## src/rtl/dp_pool_window_if.sv

```systemverilog
// Valid/ready element stream carrying DATA_WIDTH bits plus byte strobes.
interface hwpe_stream_intf_stream #(
  parameter int unsigned DATA_WIDTH = 32
) (
  input logic clk
);
  logic                            valid;
  logic                            ready;
  logic [DATA_WIDTH-1:0]           data;
  logic [(DATA_WIDTH+7)/8-1:0]     strb;

  modport source (output valid, output data, output strb, input ready);
  modport sink   (input valid, input data, input strb, output ready);
endinterface

```

## src/rtl/dp_pool_window.sv

```systemverilog
// Max/average pooling of L lanes over WINDOW_BEATS beats into one element.
// Average mode and its sum accumulator exist only with DP_POOL_AVG_EN defined.
module dp_pool_lane #(
  parameter int unsigned WORD_WIDTH = 8,
  parameter int unsigned ACC_W      = 11,
  parameter bit          SIGNED     = 1'b0
) (
  input  logic [WORD_WIDTH-1:0] elem,
`ifdef DP_POOL_AVG_EN
  output logic [ACC_W-1:0]      ext,
`endif
  output logic [WORD_WIDTH-1:0] key
);
  // Flipping the MSB maps two's-complement order onto unsigned order.
  localparam logic [WORD_WIDTH-1:0] FLIP = SIGNED ? {1'b1, {(WORD_WIDTH-1){1'b0}}} : '0;

  assign key = elem ^ FLIP;

`ifdef DP_POOL_AVG_EN
  if (SIGNED) begin : g_sext
    assign ext = ACC_W'($signed(elem));
  end else begin : g_zext
    assign ext = ACC_W'(elem);
  end
`endif
endmodule

module dp_pool_window #(
  parameter int unsigned DATA_WIDTH   = 32,
  parameter int unsigned WORD_WIDTH   = 8,
  parameter int unsigned WINDOW_BEATS = 2,
  parameter bit          SIGNED       = 1'b0
) (
  input  logic                  clk_i,
  input  logic                  rst_i,
  input  logic                  clear_i,
  input  logic                  mode_i,
  hwpe_stream_intf_stream.sink   mat_i,
  hwpe_stream_intf_stream.source res_o,
  output logic                  busy_o
);
  localparam int unsigned L     = DATA_WIDTH / WORD_WIDTH;
  localparam int unsigned N     = L * WINDOW_BEATS;
  localparam int unsigned SHIFT = $clog2(N);
  localparam int unsigned ACC_W = WORD_WIDTH + SHIFT;
  localparam int unsigned CNT_W = (WINDOW_BEATS > 1) ? $clog2(WINDOW_BEATS) : 1;
  localparam logic [CNT_W-1:0]      LAST_CNT = CNT_W'(WINDOW_BEATS - 1);
  localparam logic [WORD_WIDTH-1:0] FLIP = SIGNED ? {1'b1, {(WORD_WIDTH-1){1'b0}}} : '0;

  typedef enum logic {ACC, FULL} state_e;

  state_e                       state_q, state_d;
  logic [CNT_W-1:0]             cnt_q, cnt_d;
  logic [WORD_WIDTH-1:0]        max_q, res_q, res_d;
  logic [WORD_WIDTH-1:0]        beat_max, run_max;
  logic [L-1:0][WORD_WIDTH-1:0] lane_elem, lane_key;
  logic                         mat_ready, res_valid;
  logic                         mat_hs, res_hs, first_beat, last_beat, take, load_res;
  logic                         unused_strb;
`ifdef DP_POOL_AVG_EN
  logic [L-1:0][ACC_W-1:0]      lane_ext;
  logic [ACC_W-1:0]             sum_q, beat_sum, run_sum;
  logic                         mode_q, mode_cur;
`else
  logic                         unused_mode;
`endif

  assign lane_elem   = mat_i.data;
  assign unused_strb = ^mat_i.strb;

  for (genvar i = 0; i < L; i++) begin : g_lane
    dp_pool_lane #(
      .WORD_WIDTH (WORD_WIDTH),
      .ACC_W      (ACC_W),
      .SIGNED     (SIGNED)
    ) u_lane (
      .elem (lane_elem[i]),
`ifdef DP_POOL_AVG_EN
      .ext  (lane_ext[i]),
`endif
      .key  (lane_key[i])
    );
  end

  always_comb begin
    beat_max = lane_key[0];
    for (int i = 1; i < L; i++)
      if (lane_key[i] > beat_max) beat_max = lane_key[i];
  end

  assign mat_hs     = mat_i.valid & mat_ready;
  assign res_hs     = res_valid & res_o.ready;
  assign first_beat = (cnt_q == '0);
  assign last_beat  = (cnt_q == LAST_CNT);
  // clear_i still lets the beat handshake, but its data never lands.
  assign take       = mat_hs & ~clear_i;
  assign load_res   = take & last_beat;
  assign run_max    = (first_beat || beat_max > max_q) ? beat_max : max_q;

`ifdef DP_POOL_AVG_EN
  always_comb begin
    beat_sum = '0;
    for (int i = 0; i < L; i++) beat_sum = beat_sum + lane_ext[i];
  end

  assign run_sum  = first_beat ? beat_sum : sum_q + beat_sum;
  assign mode_cur = first_beat ? mode_i : mode_q;
  // Dropping the low SHIFT bits is a floor divide; the top bits fit the word.
  assign res_d    = mode_cur ? run_sum[SHIFT +: WORD_WIDTH] : (run_max ^ FLIP);

  always_ff @(posedge clk_i) begin
    if (rst_i) begin
      sum_q  <= '0;
      mode_q <= 1'b0;
    end else if (clear_i) begin
      sum_q  <= '0;
    end else if (mat_hs) begin
      sum_q <= run_sum;
      if (first_beat) mode_q <= mode_i;
    end
  end
`else
  assign unused_mode = mode_i;
  assign res_d       = run_max ^ FLIP;
`endif

  always_comb begin
    cnt_d = cnt_q;
    if (clear_i)     cnt_d = '0;
    else if (mat_hs) cnt_d = last_beat ? '0 : cnt_q + 1'b1;
  end

  always_ff @(posedge clk_i) begin
    if (rst_i) begin
      cnt_q <= '0;
      max_q <= '0;
      res_q <= '0;
    end else begin
      cnt_q <= cnt_d;
      if (clear_i)   max_q <= '0;
      else if (take) max_q <= run_max;
      if (load_res)  res_q <= res_d;
    end
  end

  always_ff @(posedge clk_i) begin
    if (rst_i) state_q <= ACC;
    else       state_q <= state_d;
  end

  // A fresh final beat wins over draining, so FULL can re-arm in one cycle.
  always_comb begin
    state_d = state_q;
    case (state_q)
      ACC:     if (load_res) state_d = FULL;
      FULL:    if (load_res) state_d = FULL;
               else if (res_hs) state_d = ACC;
      default: state_d = ACC;
    endcase
  end

  always_comb begin
    mat_ready = 1'b0;
    res_valid = 1'b0;
    case (state_q)
      ACC:  mat_ready = 1'b1;
      FULL: begin
        mat_ready = res_o.ready;
        res_valid = 1'b1;
      end
      default: ;
    endcase
  end

  assign mat_i.ready = mat_ready;
  assign res_o.valid = res_valid;
  assign res_o.data  = res_q;
  assign res_o.strb  = '1;
  assign busy_o      = (cnt_q != '0) | (state_q == FULL);
endmodule

```

## src/flat_wrapper.sv

```systemverilog
// flat-port wrapper written by rule: the top's interface ports become plain ports
module dp_pool_window_flat 
#(
  parameter int unsigned DATA_WIDTH   = 32,
  parameter int unsigned WORD_WIDTH   = 8,
  parameter int unsigned WINDOW_BEATS = 2,
  parameter bit          SIGNED       = 1'b0
)
  (clk_i, rst_i, clear_i, mode_i, busy_o, clk, mat_i_valid, mat_i_data, mat_i_strb, mat_i_ready, res_o_valid, res_o_data, res_o_strb, res_o_ready);
  hwpe_stream_intf_stream #(.DATA_WIDTH(DATA_WIDTH)) mat_i_i (.clk(clk));
  hwpe_stream_intf_stream #(.DATA_WIDTH(DATA_WIDTH)) res_o_i (.clk(clk));
  input  logic clk_i;
  input  logic rst_i;
  input  logic clear_i;
  input  logic mode_i;
  output logic busy_o;
  input wire logic clk;
  input wire logic [$bits(mat_i_i.valid)-1:0] mat_i_valid;
  input wire logic [$bits(mat_i_i.data)-1:0] mat_i_data;
  input wire logic [$bits(mat_i_i.strb)-1:0] mat_i_strb;
  output wire logic [$bits(mat_i_i.ready)-1:0] mat_i_ready;
  output wire logic [$bits(res_o_i.valid)-1:0] res_o_valid;
  output wire logic [$bits(res_o_i.data)-1:0] res_o_data;
  output wire logic [$bits(res_o_i.strb)-1:0] res_o_strb;
  input wire logic [$bits(res_o_i.ready)-1:0] res_o_ready;
  assign mat_i_i.valid = mat_i_valid;
  assign mat_i_i.data = mat_i_data;
  assign mat_i_i.strb = mat_i_strb;
  assign mat_i_ready = mat_i_i.ready;
  assign res_o_valid = res_o_i.valid;
  assign res_o_data = res_o_i.data;
  assign res_o_strb = res_o_i.strb;
  assign res_o_i.ready = res_o_ready;
  dp_pool_window #(.DATA_WIDTH(DATA_WIDTH), .WORD_WIDTH(WORD_WIDTH), .WINDOW_BEATS(WINDOW_BEATS), .SIGNED(SIGNED)) u_core (.clk_i(clk_i), .rst_i(rst_i), .clear_i(clear_i), .mode_i(mode_i), .mat_i(mat_i_i), .res_o(res_o_i), .busy_o(busy_o));
endmodule
```

## config.mk

```make
export PLATFORM = sky130hd
export DESIGN_NAME = dp_pool_window_flat
export DESIGN_NICKNAME = d
export VERILOG_FILES = /design/src/rtl/dp_pool_window_if.sv /design/src/rtl/dp_pool_window.sv /design/src/flat_wrapper.sv
export SDC_FILE = /design/constraint.sdc
export NUM_CORES = 1
export LEC_CHECK = 0
export ABC_CLOCK_PERIOD_IN_PS = 9150
export CORE_ASPECT_RATIO = 1.5
export CORE_UTILIZATION = 30
export CTS_CLUSTER_DIAMETER = 200
export DETAILED_ROUTE_END_ITERATION = 6
export PLACE_DENSITY = 0.69
export REMOVE_ABC_BUFFERS = 1
export SLEW_MARGIN = 20
export SYNTH_ARGS = -nofsm -noshare
export SYNTH_HDL_FRONTEND = slang
export SYNTH_SLANG_ARGS = --single-unit
export TNS_END_PERCENT = 20
```

## constraint.sdc

```tcl
create_clock -name clk_i -period 9.15 [get_ports clk_i]
set_input_delay 1.83 -clock clk_i [delete_from_list [all_inputs] [get_ports clk_i]]
set_output_delay 1.83 -clock clk_i [all_outputs]
set_load 0.005 [all_outputs]
```

==> results.cfg <==
[status]
status = complete, no violations

[logic_synthesis]
synth_top_family_by_area = compound AO/OA/AOI/OAI gates
syn_area_sq_um = 2176
synth_edf_count = 0
synthAdderAreaFrac = 0.1783
synth_cells = 282
synthMuxAreaShare = 0.06498
ys_warn_count = 0
ys_seq_elements = 18
async_flop_share = 0
synth_top_area_frac = 0.1783
ys.flop_type = dfxtp_1
yosysTopAreaCell = ha_1
synthXorXnorAreaFrac = 0.004025
synth-simple-area-share = 0.1547
yosysSeqAreaShare = 0.1656
synth_area_leaders = ha_1, dfxtp_1, buf_4
synth_area_per_cell_sq_um = 7.716
synth_compound_area_frac = 0.2697
synth_cell_types = 46

[route]
post-route-drc-count = 0
dr.first_iter.drc_count = 92
ant_nets = 0
vias_per_cell = 5.044
wire_per_inst_um = 11.99
num_vias = 2073
firstDrtPassIters = 6
routed_wl_mm = 4.927

[floorplanning]
coreArea_sq_um = 6944
die_y_um = 106.3
dieArea_sq_um = 7605
die_w_um = 71.54
rows = 37
ios = 82
start_util = 0.3133

[grt]
grt_first_pass_wirelength_mm = 8.314
grt_overflow = 0
grt_pass1_vias = 1963
antenna_found_initial = 0
track_usage = 0.1339
grt_max_degree = 19

[timing]
fmax_mhz = 114.2
finalSetupViolCount = 0
fin_hold_ws_ns = 0.5257
finalHoldViolCount = 0
worst_pin_slew_ns = 0.5738
skew_ns = 0.002557
maxSlewViolCount = 0
slew_headroom = 0.6161
finalCritPeriodShare = 0.9567
finalCriticalPeriod_ns = 8.753

[critical_path]
crit_path_end_kind = flop
cp.arrival_ns = 8.90
cp_common_cell = ha_1
r2r_slack_ns = 6.91
rr_worst_depth = 11
critPathRequiredTime_ns = 9.30
max_stage_delay_ns = 0.50
path_class = in2reg
cpMaxStageDelayCell = clkdlybuf4s50_1
r2r_start = u_core.max_q[1]$_SDFFE_PP0P_
critPathLaunchType = input port
r2r_end = u_core.res_q[1]$_SDFFE_PP0P_
critPathMaxFanout = 14

[pwr]
seqPwrFrac = 0.209
p_comb_frac = 0.653
p_int_uw = 241.6
netSwitchingFraction = 0.4044
clockPowerShare = 0.138
netSwitchingPower_uw = 164.0
leakage_uw = 0.001254
power-per-cell-area_nw_per_um2 = 145.3
ir_worst_vdd_mv = 0.05370

[place]
dp_hpwl_mm = 4.032
gp_congestion = 0.7719
port_buffers = 47

[clock_tree]
clock_path_buffers = 2
insertion_delay_ns = 0.25
clockRootBuffer = clkbuf_8
hold_buffers = 0
cts_tree = yes
numCtsBuffers = 3
path_clk_slew_ns = 0.07
htree_levels = 1
cts.sinks = 18

[layout]
layout.cells.most_common = clkdlybuf4s50_1
areaGrowthSynthToFinish_pct = 28.29
fin_nets = 409
drive_above_1_share = 0.1171
fin_util = 0.4020
num_antenna_cells = 0
final_cell_mix = clkdlybuf4s50_1, ha_1, nor2_1

[hold_path]
hold_start = u_core.res_q[0]$_SDFFE_PP0P_
worstHoldPathType = reg2reg
min_to = u_core.res_q[0]$_SDFFE_PP0P_
worstHoldPathCells = 2

[run]
drv_cap = 0
==> Yosys cell counts (2+ instances only) <==
| cell | instances |
|---|---|
| nor2_1 | 29 |
| a31oi_1 | 8 |
| o211a_1 | 2 |
| dfxtp_1 | 18 |
| and3_1 | 2 |
| a31o_2 | 7 |
| mux2i_1 | 13 |
| o21ai_0 | 13 |
| a21o_1 | 7 |
| ha_1 | 31 |
| nor3_1 | 2 |
| nand2_1 | 17 |
| o21a_1 | 5 |
| nand4_1 | 5 |
| inv_1 | 21 |
| conb_1 | 2 |
| nor2b_1 | 9 |
| clkbuf_1 | 8 |
| buf_4 | 28 |
| or2_2 | 2 |
| a311oi_1 | 7 |
| buf_6 | 2 |
| a21oi_1 | 21 |
==> kinds of logic after synthesis <==
logic type      after synthesis
flops                        18
simple gates                 71
xor+xnor                      1
buf+inv                      60
other cells                   2
compound gates               85
fa+ha+maj                    31
mux                          14
==> metrics by stage <==
step	total power (uW)	cell area, sq um	instances	worst slack [ns]	TNS, ns
final	405.6	2791	411	0.3966	0
after global routing	447.5	2791	411	-0.02412	-0.05747
after CTS	396.3	2726	409	0.2148	0
after detailed placement	338.5	2685	406	-0.02587	-0.03466
after global placement	334.0	2685	406	0.09885	0
after floorplan	250.4	2006	269	-0.05305	-0.3194
==> repair_timing <==
action / in CTS / in global routing
gates resized for setup: 0 / 9
hold endpoints to repair: 0 / 0
setup buffers: 0 / 2
endpoints found under the setup margin: 0 / 15
==> worst max-delay path: cells and delay by family <==
family / cells / cell delay, ns
AOI/OAI and AO/OA: 15 / 3.56
adders and majority gates: 4 / 1.14
buffers and inverters: 5 / 1.10
and+or+nand+nor: 7 / 0.82
muxes: 2 / 0.44
==> power groups by stage <==
stage	combinational, uW	sequential [uW]	clock (uW)
floorplan	164	86.2	0
CTS	254	84.8	57.6
global placement	248	86.3	0
global route	302	85.2	59.8
detailed placement	252	86.5	0
finish	265	84.7	56.0
==> worst max path at each step <==
stage	from	end	slack (ns)	depth (start not counted)
after global routing	mat_i_data[1]	u_core.res_q[3]$_SDFFE_PP0P_	-0.02	35
final	mat_i_data[1]	u_core.res_q[1]$_SDFFE_PP0P_	0.40	33
after detailed placement	mat_i_data[1]	u_core.res_q[1]$_SDFFE_PP0P_	-0.03	33
after floorplan	mat_i_data[1]	u_core.res_q[1]$_SDFFE_PP0P_	-0.05	33
after CTS	mat_i_data[1]	u_core.res_q[1]$_SDFFE_PP0P_	0.21	33
after global placement	mat_i_data[1]	u_core.res_q[5]$_SDFFE_PP0P_	0.1	34
==> layer usage <==
| layer | up-vias | track usage | routed length (um) |
|---|---|---|---|
| li1 | 1063 | - | - |
| met1 | 933 | 0.1576 | 2109 |
| met2 | 74 | 0.2463 | 2510 |
| met3 | 3 | 0.01327 | 278 |
| met4 | 0 | 0.04902 | 28 |
| met5 | - | 0 | 0 |
==> cell type report <==
cell class,count,area [sq um]
timing repair buffer,61,604.3
tap,78,97.59
multi-input combinational,230,1609
inverter,21,78.83
clock buffer,3,41.29
sequential,18,360.3
fill,716,4153
==> state kept, by name (all words and copies together), names as in the netlist <==
name	cells
u_core.max_q	8
u_core.res_q	8
u_core.cnt_q	1
u_core.state_q	1
No activity file was read; power rests on OpenSTA's default activity.
